[config.mk]
export PLATFORM = sky130hd
export DESIGN_NAME = spi_reg_burst
export DESIGN_NICKNAME = d
export VERILOG_FILES = /design/src/rtl/spi_pkg.sv /design/src/rtl/spi_sync_edge.sv /design/src/rtl/spi_reg_burst.sv
export SDC_FILE = /design/constraint.sdc
export NUM_CORES = 1
export LEC_CHECK = 0
export BUFFER_PORTS_ARGS = -buffer_cell sky130_fd_sc_hd__buf_2
export CORE_MARGIN = 5
export CORE_UTILIZATION = 50
export DETAILED_ROUTE_END_ITERATION = 16
export GPL_TIMING_DRIVEN = 1
export PLACE_DENSITY = 0.72
export SLEW_MARGIN = 0
export SYNTH_ARGS = -nofsm -noshare
export SYNTH_HDL_FRONTEND = slang
export SYNTH_SLANG_ARGS = --single-unit
export TNS_END_PERCENT = 100
[constraint.sdc]
create_clock -name clk -period 5.45 [get_ports clk]
set_clock_uncertainty 0.1 [all_clocks]
set_input_delay 0.545 -clock clk [delete_from_list [all_inputs] [get_ports clk]]
set_output_delay 0.545 -clock clk [all_outputs]
set_load 0.02 [all_outputs]
[src/rtl/spi_pkg.sv]
`default_nettype none
// +-------------------------------------------------------------------+
// | spi_pkg : shared types and constants for the SPI register port     |
// | Rev 1.0                                                            |
// +-------------------------------------------------------------------+
package spi_pkg;

  typedef enum logic [1:0] {
    IDLE    = 2'd0,
    CMD     = 2'd1,
    WR_DATA = 2'd2,
    RD_DATA = 2'd3
  } spi_state_t;

  localparam int CMD_W  = 8;
  localparam int RW_BIT = 7;

endpackage
`default_nettype wire

[src/rtl/spi_sync_edge.sv]
`default_nettype none
// +-------------------------------------------------------------------+
// | spi_sync_edge : multi-flop synchroniser with rise/fall pulses      |
// | Rev 1.0                                                            |
// +-------------------------------------------------------------------+
module spi_sync_edge #(
  parameter int SYNC_STAGES = 2
) (
  input  logic clk,
  input  logic rstb,
  input  logic i_ena,
  input  logic i_d,
  output logic o_level,
  output logic o_rise,
  output logic o_fall
);

  logic [SYNC_STAGES-1:0] r_sync;
  logic                   r_prev;

  always_ff @(posedge clk or negedge rstb) begin
    if (!rstb) begin
      r_sync <= '0;
      r_prev <= 1'b0;
    end else if (i_ena) begin
      r_sync <= {r_sync[SYNC_STAGES-2:0], i_d};
      r_prev <= r_sync[SYNC_STAGES-1];
    end
  end

  assign o_level = r_sync[SYNC_STAGES-1];
  // Pulses are masked while disabled so a frozen chain never re-fires.
  assign o_rise  = i_ena &  o_level & ~r_prev;
  assign o_fall  = i_ena & ~o_level &  r_prev;

endmodule
`default_nettype wire

[src/rtl/spi_reg_burst.sv]
`default_nettype none
// +-------------------------------------------------------------------+
// | spi_reg_burst : SPI slave register port, burst with auto-increment |
// | Rev 1.0                                                            |
// +-------------------------------------------------------------------+
module spi_reg_burst
  import spi_pkg::*;
#(
  parameter int ADDR_W      = 4,
  parameter int REG_W       = 8,
  parameter int SYNC_STAGES = 2
) (
  input  logic              clk,
  input  logic              rstb,
  input  logic              ena,
  input  logic              cpol,
  input  logic              cpha,
  input  logic              spi_clk,
  input  logic              spi_cs_n,
  input  logic              spi_mosi,
  output logic              spi_miso,
  output logic [ADDR_W-1:0] reg_addr,
  input  logic [REG_W-1:0]  reg_data_i,
  output logic [REG_W-1:0]  reg_data_o,
  output logic              reg_data_o_dv,
  input  logic [7:0]        status,
  output logic              busy
);

  localparam int CNT_W = $clog2(REG_W) + 1;

  logic w_clk_rise, w_clk_fall, w_sof, w_eof, w_mosi;
  logic w_unused_clk_level, w_unused_cs_level, w_unused_mosi_rise, w_unused_mosi_fall;
  logic w_sample, w_change;
  logic [REG_W-1:0] w_rx_next;

  spi_sync_edge #(.SYNC_STAGES(SYNC_STAGES)) u_sync_clk (
    .clk(clk), .rstb(rstb), .i_ena(ena), .i_d(spi_clk),
    .o_level(w_unused_clk_level), .o_rise(w_clk_rise), .o_fall(w_clk_fall)
  );

  spi_sync_edge #(.SYNC_STAGES(SYNC_STAGES)) u_sync_cs (
    .clk(clk), .rstb(rstb), .i_ena(ena), .i_d(spi_cs_n),
    .o_level(w_unused_cs_level), .o_rise(w_eof), .o_fall(w_sof)
  );

  spi_sync_edge #(.SYNC_STAGES(SYNC_STAGES)) u_sync_mosi (
    .clk(clk), .rstb(rstb), .i_ena(ena), .i_d(spi_mosi),
    .o_level(w_mosi), .o_rise(w_unused_mosi_rise), .o_fall(w_unused_mosi_fall)
  );

  assign w_sample  = (cpol == cpha) ? w_clk_rise : w_clk_fall;
  assign w_change  = (cpol == cpha) ? w_clk_fall : w_clk_rise;

  spi_state_t         r_state;
  logic [CNT_W-1:0]   r_bitcnt;
  logic [REG_W-1:0]   r_rx;
  logic [REG_W-1:0]   r_tx;
  logic               r_first_seen;
  logic               r_word_done;
  logic               r_inc_pend;
  logic [ADDR_W-1:0]  r_addr;
  logic [REG_W-1:0]   r_data_o;
  logic               r_dv;
  logic               r_busy;

  assign w_rx_next = {r_rx[REG_W-2:0], w_mosi};

  always_ff @(posedge clk or negedge rstb) begin
    if (!rstb) begin
      r_state      <= IDLE;
      r_bitcnt     <= '0;
      r_rx         <= '0;
      r_tx         <= '0;
      r_first_seen <= 1'b0;
      r_word_done  <= 1'b0;
      r_inc_pend   <= 1'b0;
      r_addr       <= '0;
      r_data_o     <= '0;
      r_dv         <= 1'b0;
      r_busy       <= 1'b0;
    end else if (ena) begin
      r_dv       <= 1'b0;
      r_inc_pend <= 1'b0;
      // A completed write or a read load advances the address regardless of eof.
      if (r_dv || r_inc_pend)
        r_addr <= r_addr + ADDR_W'(1);

      if (w_eof) begin
        r_state     <= IDLE;
        r_busy      <= 1'b0;
        r_bitcnt    <= '0;
        r_word_done <= 1'b0;
      end else begin
        if (w_change && r_state != IDLE) begin
          r_first_seen <= 1'b1;
          if (!(cpha && !r_first_seen)) begin
            if (r_word_done) begin
              r_tx        <= reg_data_i;
              r_word_done <= 1'b0;
              r_inc_pend  <= 1'b1;
            end else begin
              r_tx <= {r_tx[REG_W-2:0], 1'b0};
            end
          end
        end

        case (r_state)
          IDLE: begin
            if (w_sof) begin
              r_state      <= CMD;
              r_busy       <= 1'b1;
              r_tx         <= REG_W'(status) << (REG_W - CMD_W);
              r_bitcnt     <= '0;
              r_first_seen <= 1'b0;
              r_word_done  <= 1'b0;
            end
          end
          CMD: begin
            if (w_sample) begin
              r_rx <= w_rx_next;
              if (r_bitcnt == CNT_W'(CMD_W - 1)) begin
                r_bitcnt    <= '0;
                r_addr      <= w_rx_next[ADDR_W-1:0];
                r_state     <= w_rx_next[RW_BIT] ? WR_DATA : RD_DATA;
                r_word_done <= ~w_rx_next[RW_BIT];
              end else begin
                r_bitcnt <= r_bitcnt + CNT_W'(1);
              end
            end
          end
          WR_DATA: begin
            if (w_sample) begin
              r_rx <= w_rx_next;
              if (r_bitcnt == CNT_W'(REG_W - 1)) begin
                r_bitcnt <= '0;
                r_data_o <= w_rx_next;
                r_dv     <= 1'b1;
              end else begin
                r_bitcnt <= r_bitcnt + CNT_W'(1);
              end
            end
          end
          RD_DATA: begin
            if (w_sample) begin
              if (r_bitcnt == CNT_W'(REG_W - 1)) begin
                r_bitcnt    <= '0;
                r_word_done <= 1'b1;
              end else begin
                r_bitcnt <= r_bitcnt + CNT_W'(1);
              end
            end
          end
          default: r_state <= IDLE;
        endcase
      end
    end
  end

  assign spi_miso      = r_tx[REG_W-1];
  assign reg_addr      = r_addr;
  assign reg_data_o    = r_data_o;
  assign reg_data_o_dv = r_dv;
  assign busy          = r_busy;

endmodule
`default_nettype wire

Yosys cells after proc, flatten, opt, wreduce, memory -nomap -nowiden. Cells that the tools add are included.

$add $sub $neg: 2. Equality and inequality tests: 9. Multiplexer cells: 46. Bitwise logic cells: 14. Reduce and logical (&&, ||, !) cells: 17.

Operators with widths (number): $mux 8 (5); $mux 4 (9); $mux 1 (25); $reduce_and 5->1 (2); $add 4x1->4 const B (2); $and 1x1->1 (8); $mux 2 (4); $pmux 4 s2 (1); $ne 3x1->1 const B (2); $ne 3x2->1 const B (2); $not 1->1 (6); $reduce_and 3->1 (2); $reduce_bool 2->1 (3); $eq 2x2->1 const B (2); $eq 4x3->1 const B (1); $pmux 2 s2 (1); $reduce_and 4->1 (1); $pmux 1 s3 (1); $reduce_bool 3->1 (1); $reduce_or 3->1 (1); $eq 2x1->1 const B (1); $logic_and 1x1->1 (2); $logic_not 2->1 (1); $reduce_and 2->1 (1); 4 further kinds (4).

Flip-flop bits (word level): 46. Input port bits: 24. Output and inout port bits: 15. Word-level logic and storage cells: 104.

Logic depth before layout (Yosys ltp). Gate-level depths: netlist of the first run.

Word-level depth: 10. Gate-level depth with buffers: 8. Depth with buffers taken out: 6.

Modules after synthesis. Synthesis of the first run repeated with hierarchy kept, for this count alone.

Cells, all modules: 219. Area total of the unflattened synthesis: 2458.6 um^2.

Modules (own cells, without submodules): spi_reg_burst (instances 1, cells an instance 195, area each 2072.0 um^2); spi_sync_edge (instances 3, cells an instance 8, area each 128.9 um^2).

Worst setup path before layout of the first run. Ideal clock, no wire load.

Path type: input port to flip-flop. Start: input cpha. End: register r_rx[0]. Data arrival time: 1797 ps. Data required time: 5225 ps. Path slack: 3428 ps. Stages: 5. Path through: xnor2_2 -> mux2i_4 -> and3_1 -> buf_2 -> mux2_2.

Word-level cells in the longest chain between the ends: 3.

RTL lines: from (decl) (RTL line spi_reg_burst.sv:17) `input logic cpha,`; $eq 1x1->1 (RTL line spi_reg_burst.sv:52) `assign w_sample = (cpol == cpha) ? w_clk_rise : w_clk_fall;`; $mux 1 (RTL line spi_reg_burst.sv:52); $reduce_and 4->1 (no source line); to (signal assigned) (RTL line spi_reg_burst.sv:121) `r_rx <= w_rx_next;`; to (signal assigned) (RTL line spi_reg_burst.sv:134) `r_rx <= w_rx_next;`; to (decl) (RTL line spi_reg_burst.sv:57) `logic [REG_W-1:0] r_rx;`.

No other way between the ends. A chain may end at the register's enable or synchronous reset.

Worst setup path after layout of the first run.
Start: register r_state[0]. End: register r_tx[1].

Word-level cells in the longest chain between the ends: 5. Elaborated cells between the ends (all ways): 6.

RTL lines: from (decl) (RTL line spi_reg_burst.sv:55) `spi_state_t r_state;`; from (signal assigned) (RTL line spi_reg_burst.sv:125) `r_state <= w_rx_next[RW_BIT] ? WR_DATA : RD_DATA;`; $reduce_bool 2->1 (RTL line spi_reg_burst.sv:95) `if (w_change && r_state != IDLE) begin`; $logic_and 1x1->1 (RTL line spi_reg_burst.sv:95); $mux 8 (RTL line spi_reg_burst.sv:95); $mux 8 (RTL line spi_reg_burst.sv:110) `if (w_sof) begin`; $mux 8 (*) (RTL line spi_reg_burst.sv:108) `case (r_state)`; to (signal assigned) (RTL line spi_reg_burst.sv:99) `r_tx <= reg_data_i;`; to (signal assigned) (RTL line spi_reg_burst.sv:103) `r_tx <= {r_tx[REG_W-2:0], 1'b0};`; to (signal assigned) (RTL line spi_reg_burst.sv:113) `r_tx <= REG_W'(status) << (REG_W - CMD_W);`; to (decl) (RTL line spi_reg_burst.sv:58) `logic [REG_W-1:0] r_tx;`.

Every way passes the cells marked *; elsewhere a longest branch is shown, timed or not.

==> results of run 1 <==
==> power by group <==
group	leakage [nW]	switching, mW	internal (mW)	total [mW]
Clock	0.0506	0.124	0.0959	0.220
Combinational	0.653	0.129	0.117	0.246
Sequential	0.567	0.0566	0.409	0.465
==> cells by family after synthesis <==
group | share of synthesized area [%]
compound gates | 15.47
simple gates | 10.57
flops | 48.40
mux | 17.31
buf+inv | 3.892
fa+ha+maj | 3.682
xor+xnor | 0.6840
==> worst max-delay path by stage <==
stage	startpoint	end	slack, ns	cells past startpoint
floorplan	cpha	r_rx[0]	3.43	5
global placement	ena	reg_addr[1]	2.83	6
detailed placement	ena	reg_addr[1]	2.77	6
CTS	r_state[0]	r_tx[1]	2.76	6
global route	r_state[0]	r_tx[1]	2.49	6
finish	r_state[0]	r_tx[1]	2.75	6
==> through the flow <==
step | hold slack, ns | instance area, µm² | std cells
after floorplan | 0.1494 | 2379 | 215
after global placement | 0.3819 | 2589 | 297
after detailed placement | 0.3803 | 2589 | 297
after CTS | 0.3384 | 2686 | 305
after global routing | 0.3607 | 2686 | 305
final | 0.3010 | 2686 | 305
==> registers in the layout, indices dropped and copies added, names as in the netlist <==
signal / flops
reg_data_o: 8
reg_addr: 4
u_sync_cs.r_prev: 1
reg_data_o_dv: 1
r_tx: 8
u_sync_clk.r_sync: 2
u_sync_clk.r_prev: 1
r_rx: 7
busy: 1
r_inc_pend: 1
r_word_done: 1
u_sync_mosi.r_sync: 2
r_first_seen: 1
u_sync_cs.r_sync: 2
r_state: 2
r_bitcnt: 4
==> layout make-up <==
cell class,instances,area [µm²]
Inverter,12,45.04
Sequential cell,46,1151
Clock buffer,5,68.82
Timing Repair Buffer,38,190.2
Tap cell,54,67.56
Clock inverter,3,28.78
Fill cell,408,1974
Multi-Input combinational cell,147,1135
==> layer usage <==
metal | vias to the layer above | share of wire, % | GRT usage, %
met3 | 2 | 4.7 | 3.741
met1 | 846 | 48 | 23.26
met2 | 44 | 47 | 25.34
li1 | 856 | - | -
met4 | 0 | 0.77 | 5.155
met5 | - | 0 | 0
==> critical path, cell delays in order, from the launching register on <==
cell	delay, ns
dfrtp_1	0.41
inv_1	0.13
ha_1	0.37
nor3b_1	0.10
a22oi_1	0.80
a21oi_1	0.41
a2bb2oi_1	0.24
==> synth_stat cells, drive strengths merged (2+ instances only) <==
cell and count:
nand2b 5, clkbuf 7, mux2i 14, buf 3, a21oi 3, o2bb2ai 2, a22oi 5, o31ai 3
and3 3, o22ai 8, o21ai 14, inv 12, nand3b 3, mux2 23, a31oi 3, nand4b 2
nand3 3, nor2 3, dfrtp 46, ha 7, nand2 23, a2bb2oi 8
==> results.cfg, run 1 <==
[clocking]
numCtsBuffers = 5
clockBufferDepth = 2
cts_tree = yes
clk_latency_ns = 0.30
cts-root-buf = clkbuf_8
clock_sinks = 46
clkTransAtPathRegs_ns = 0.09
post_cts_buffers = 0
cts_max_level = 2
cts_hold_buffers = 0
ctsResizeCount = 0

[routing]
wl_um = 4701
drc = 0
drt-vias-per-instance = 5.731
vias = 1748
drtIter0Drc = 72
antenna_left = 0
avgRoutedWirePerCell_um = 15.41
first_pass_iters = 4

[place]
gp_congestion = 0.7870
pre_cts_slack_ns = 2.766
hpwl_um = 3394
port_buffers = 38

[hold_path]
hold_path.class = input port to async pin

[setup_path]
critical_path_arrival_ns = 2.76
critPathKind = register to register
cp.required_ns = 5.52
reg2reg_setup_slack_ns = 2.75
worstPathMaxFanout = 12
end_kind = register
ff2ff_path_depth = 6
timing.rr.start = r_state[0]
cp-start-kind = register
timing.rr.end = r_tx[1]

[finish]
final_util_pct = 57.64
area_delta_synth_final_pct = 12.94
nets = 281
final_common_cell = dfrtp_1
mostFrequentLayoutCells = 46 x dfrtp_1, 38 x buf_2, 22 x nand2_1, 22 x mux2_2, 14 x o21ai_0
diodes = 0
drive_gt1_share_pct = 29.08

[die]
die_h_um = 78.97
die_area_um2 = 6236
io_pins = 39
start_util_pct = 51.03
fp.dieW_um = 78.97
core_um2 = 4661
rows = 25

[timing]
slew_viol_final = 0
setup_viol = 0
fin_crit_sh_pct = 49.47
finalWorstSetupSlack_ns = 2.754
min_period_ns = 2.696
hold_viol = 0
worst_slew_pin_slew_ns = 1.009
rsz0062_at_grt = false
fin_setup_tns_ns = 0
relSlewSlack_pct = 32.76
timing.fmax_mhz = 370.9

[logic_synthesis]
yosys_most_used_dff = dfrtp_1
syn-cell-area_um2 = 2379
yosysSeqAreaShare_pct = 48.40
synth_cell_types = 44
async_flop_share_pct = 100.0
postSynthNetCount = 246
synthTopCellsByArea = dfrtp_1 48%, mux2_2 10%, mux2i_1 5.5%
synth_top_area_share_pct = 48.40
yosys_warnings = 0
synth.largest_area_cell = dfrtp_1
syn_area_per_cell_um2 = 11.06
synth_seq_cells = 46
syn_inst = 215
synth_enable_flop_cells = 0

[power]
pwr_density_cell_nw_per_um2 = 346.6
p_total_mw = 0.9312
ir_worst_vdd_mv = 0.2685
p_leak_nw = 1.271

[global_route]
grt_use_total_pct = 16.49
grt_pass1_wl_um = 8169
antenna_found_initial = 0
grt_max_degree = 47
overflow = 0
first_global_vias = 1776

[run]
maxCapViolCount = 0

[outcome]
outcome = finished, final reports clean
Power figures use the tool's default switching activity.
==> inputs of run 2 (changes only) <==
clock period = 2.5 ns   (was 5.45 ns; I/O delays follow)
==> results.cfg, run 2 (synthesis gave the netlist of run 1 again) <==
[power]
pwr-share-seq_pct = 50.3
p_total_mw = 2.018
combPwrFrac_pct = 27.6
switching_share_pct = 32.81
ir_worst_vdd_mv = 0.3649
power.switching_mw = 0.6620
p_clk_share_pct = 22.2
pwr_density_cell_nw_per_um2 = 736.1
p_leak_nw = 1.302
p_int_mw = 1.356

[routing]
drtIter0Drc = 115
wl_um = 4717
drc = 0
avgRoutedWirePerCell_um = 15.07
vias = 1769
drt-vias-per-instance = 5.652
antenna_left = 0
first_pass_iters = 4

[clocking]
clkTransAtPathRegs_ns = 0.08
cts-root-buf = clkbuf_8
numCtsBuffers = 5
clk_latency_ns = 0.30
cts_max_level = 2
cts_tree = yes
post_cts_buffers = 0
clockBufferDepth = 2
clock_sinks = 46

[setup_path]
critPathKind = register to register
critical_path_arrival_ns = 2.06
timing.rr.start = r_bitcnt[0]
startpoint = r_bitcnt[0]
cp.required_ns = 2.57
end_kind = register
cp-start-kind = register
worstPathMaxFanout = 8

[finish]
diodes = 0
nets = 289
mostFrequentLayoutCells = 46 x dfrtp_1, 38 x buf_2, 22 x nand2_1, 22 x mux2_2, 14 x o21ai_0
final_common_cell = dfrtp_1
area_delta_synth_final_pct = 15.26
final_area_um2 = 2741
final_util_pct = 58.82
fin_cells = 313
drive_gt1_share_pct = 30.89

[global_route]
grt_max_degree = 30
antenna_found_initial = 0
grt_use_total_pct = 17.26
first_global_vias = 1745
overflow = 0
grt_pass1_wl_um = 8480

[timing]
hold_viol = 0
fin_crit_sh_pct = 79.81
holdWs_ns = 0.08409
slew_viol_final = 0
finalWorstSetupSlack_ns = 0.5048
rsz0062_at_grt = false
min_period_ns = 1.995
setup_viol = 0
worst_slew_pin_slew_ns = 0.5397
fin_setup_tns_ns = 0
timing.fmax_mhz = 501.2
relSlewSlack_pct = 64.02

[place]
port_buffers = 38
gp_congestion = 0.7530
hpwl_um = 3472
place_area_um2 = 2641
dp_cells = 304
pre_cts_slack_ns = 0.3963

[hold_path]
hold_start = spi_mosi
hold_path.class = input port to register

[die]
start_util_pct = 51.03
core_um2 = 4661
die_area_um2 = 6236
fp.dieW_um = 78.97
io_pins = 39
rows = 25
die_h_um = 78.97

[run]
maxCapViolCount = 0

[outcome]
outcome = finished, final reports clean
run 2: final cells by class:
type | count | area (µm²)
flip-flops and latches | 46 | 1151
inverters | 12 | 45.04
clock inverters | 3 | 21.27
multi-input cells | 147 | 1135
repair buffers | 46 | 252.7
fillers | 404 | 1919
well taps | 54 | 67.56
clock buffers | 5 | 68.82
run 2: final timing paths:
path                                    endpoint  depth (start not counted)  slack, ns
setup / recovery                     reg_addr[1]                          6       0.50
hold / removal             u_sync_mosi.r_sync[0]                          2       0.08
setup reg to reg                     reg_addr[1]                          6       0.50
hold reg to reg                    reg_data_o[0]                          1       0.40
max in group asynchronous                r_tx[3]                          3       1.28
min in group asynchronous   u_sync_clk.r_sync[1]                          2       0.29
run 2: what timing repair did:
action / 4_1_cts / 5_1_grt
hold endpoints to repair: 17 / 0
hold buffers: 1 / 0
gates resized for setup: 0 / 0
run 2: metal layers:
| layer | routed length [µm] | part of all wire [%] | vias to the layer above | GRT usage, % |
|---|---|---|---|---|
| met2 | 2243 | 48 | 35 | 26.43 |
| li1 | - | - | 871 | - |
| met1 | 2231 | 47 | 861 | 24.50 |
| met4 | 52 | 1.1 | 0 | 5.670 |
| met5 | 0 | 0 | - | 0 |
| met3 | 190 | 4.0 | 2 | 3.628 |
run 2: power by group through the flow:
stage | sequential, mW | clock (mW) | combinational [mW]
floorplan | 1.02 | 0 | 0.385
global placement | 1.02 | 0 | 0.541
detailed placement | 1.03 | 0 | 0.559
CTS | 1.01 | 0.457 | 0.561
global route | 1.04 | 0.497 | 0.634
finish | 1.01 | 0.447 | 0.556
run 2: worst max-delay path, cell delays in order, from the launching register on:
cell,delay (ns)
dfrtp_1,0.42
ha_1,0.24
nand2_1,0.07
nor2_1,0.26
and4_1,0.46
mux2i_1,0.22
a22oi_1,0.09
==> inputs of run 3 (changes only) <==
ABC_AREA = 1   (was unset)
PLACE_DENSITY = 0.71   (was 0.72)
clock period = 1.84 ns   (was 2.5 ns; I/O delays follow)
==> results.cfg, run 3 <==
[logic_synthesis]
yosys_warnings = 0
synth_enable_flop_cells = 0
synth_cell_types = 36
syn_inst = 294
synthTopCellsByArea = dfrtp_1 44%, nand2_1 10%, o21ai_2 5.7%
synth_top_area_share_pct = 44.44
synth_common_cells = 69 x nand2_1, 46 x dfrtp_1, 30 x inv_1
yosysSeqAreaShare_pct = 44.44
yosysMostFrequentCell = nand2_1
syn_area_per_cell_um2 = 8.809
yosys_most_used_dff = dfrtp_1
async_flop_share_pct = 100.0
postSynthNetCount = 325
synth_seq_cells = 46
syn-cell-area_um2 = 2590
synth.largest_area_cell = dfrtp_1

[global_route]
grtUsageMet1_pct = 22.34
first_global_vias = 1926
grt_max_degree = 27
met3_usage_pct = 3.618
grt_use_total_pct = 17.05
overflow = 0
antenna_found_initial = 0
top_usage_layer = met2
grt_pass1_wl_um = 8769
grtUsageMet2_pct = 28.11

[setup_path]
end_kind = register
cp.required_ns = 1.93
worstPathMaxFanout = 9
cp-start-kind = register
critical_path_arrival_ns = 1.77
critPathKind = register to register

[timing]
hold_viol = 0
setup_viol = 0
timing.fmax_mhz = 594.7
fin_setup_tns_ns = 0
rsz0062_at_grt = false
slew_viol_final = 0
fin_crit_sh_pct = 91.38
relSlewSlack_pct = 66.45
min_period_ns = 1.681
worst_slew_pin_slew_ns = 0.5032

[die]
die_h_um = 81.97
fp.dieW_um = 81.97
core_um2 = 5075
start_util_pct = 51.04
die_area_um2 = 6719
io_pins = 39
rows = 26

[hold_path]
hold_path.class = input port to register

[clocking]
clkTransAtPathRegs_ns = 0.09
numCtsBuffers = 5
cts_tree = yes
cts_max_level = 2
clk_latency_ns = 0.30
cts-root-buf = clkbuf_8
clock_sinks = 46
clockBufferDepth = 2
post_cts_buffers = 0

[finish]
fillCellCount = 471
nets = 374
final_util_pct = 59.17
diodes = 0
final_common_cell = nand2_1
mostFrequentLayoutCells = 69 x nand2_1, 46 x dfrtp_1, 38 x buf_2
area_delta_synth_final_pct = 15.94
drive_gt1_share_pct = 31.98

[power]
pwr_density_cell_nw_per_um2 = 1114
p_leak_nw = 1.467
ir_worst_vdd_mv = 0.5826

[routing]
first_pass_iters = 4
drtIter0Drc = 72
antenna_left = 0
avgRoutedWirePerCell_um = 12.22
drc = 0
wl_um = 5060
vias = 2053
drt-vias-per-instance = 4.959

[place]
hpwl_um = 3816
port_buffers = 38
gp_congestion = 0.7807

[run]
maxCapViolCount = 0

[outcome]
outcome = finished, final reports clean
## run 3: worst paths after layout
kind | startpoint | slack [ns] | end | cells past startpoint
setup / recovery | r_state[1] | 0.16 | reg_addr[3] | 7
hold / removal | status[7] | 0.07 | r_tx[7] | 3
setup reg to reg | r_state[1] | 0.16 | reg_addr[3] | 7
hold reg to reg | u_sync_mosi.r_sync[0] | 0.38 | u_sync_mosi.r_sync[0] | 2
max in group asynchronous | rstb | 0.85 | r_state[0] | 3
min in group asynchronous | rstb | 0.28 | r_tx[7] | 2
## run 3: cells by family after synthesis
family | share of synthesized area (%)
muxes | 2.609
and+or+nand+nor | 24.01
adders and majority gates | 3.381
xor gates and xnor gates | 0.3382
buffers and inverters | 7.971
AOI/OAI and AO/OA | 17.25
DFF | 44.44
## run 3: worst max-delay path: stages, from the launching register on
cell and delay, ns:
dfrtp_1 0.41, inv_1 0.12, ha_1 0.22, inv_1 0.05, nor2_1 0.25, nand2_4 0.14
o211ai_1 0.20, nand2_1 0.07
## run 3: metrics by stage
| step | hold slack [ns] | std cells | total power [mW] | area [µm²] | worst slack [ns] |
|---|---|---|---|---|---|
| 2_1_floorplan | -0.2116 | 294 | 2.379 | 2590 | 0.1936 |
| 3_3_place_gp | 0.07586 | 402 | 2.680 | 2868 | 0.1417 |
| 3_5_place_dp | 0.07533 | 402 | 2.716 | 2868 | 0.06892 |
| 4_1_cts | 0.06010 | 414 | 3.395 | 3003 | 0.05557 |
| 5_1_grt | 0.06436 | 414 | 3.624 | 3003 | 0.005963 |
| 6_report | 0.07281 | 414 | 3.345 | 3003 | 0.1586 |
## run 3: what timing repair did
| action | CTS | global route |
|---|---|---|
| gates resized for setup | 0 | 1 |
| endpoints found under the hold margin | 23 | 0 |
| endpoints found under the setup margin | 0 | 9 |
| hold buffers | 4 | 0 |
## run 3: final cells by class
| type | instances | area [µm²] | area share, % |
|---|---|---|---|
| inverter | 39 | 148.9 | 4.958 |
| clock buffer | 6 | 82.58 | 2.750 |
| tap | 70 | 87.58 | 2.917 |
| multi-input combinational | 203 | 1232 | 41.04 |
| clock inverter | 2 | 12.51 | 0.4167 |
| sequential | 46 | 1151 | 38.33 |
| timing repair buffer | 48 | 287.8 | 9.583 |
## run 3: metal layers
metal  part of all wire (%)  wire (µm)
met1                     46       2337
met2                     49       2467
met3                    4.6        231
met4                   0.45         23
met5                      0          0
## run 3: power breakdown
group | total, mW | switching (mW) | internal, mW
clock network | 0.653 | 0.350 | 0.302
registers | 1.45 | 0.194 | 1.25
logic | 1.25 | 0.743 | 0.502
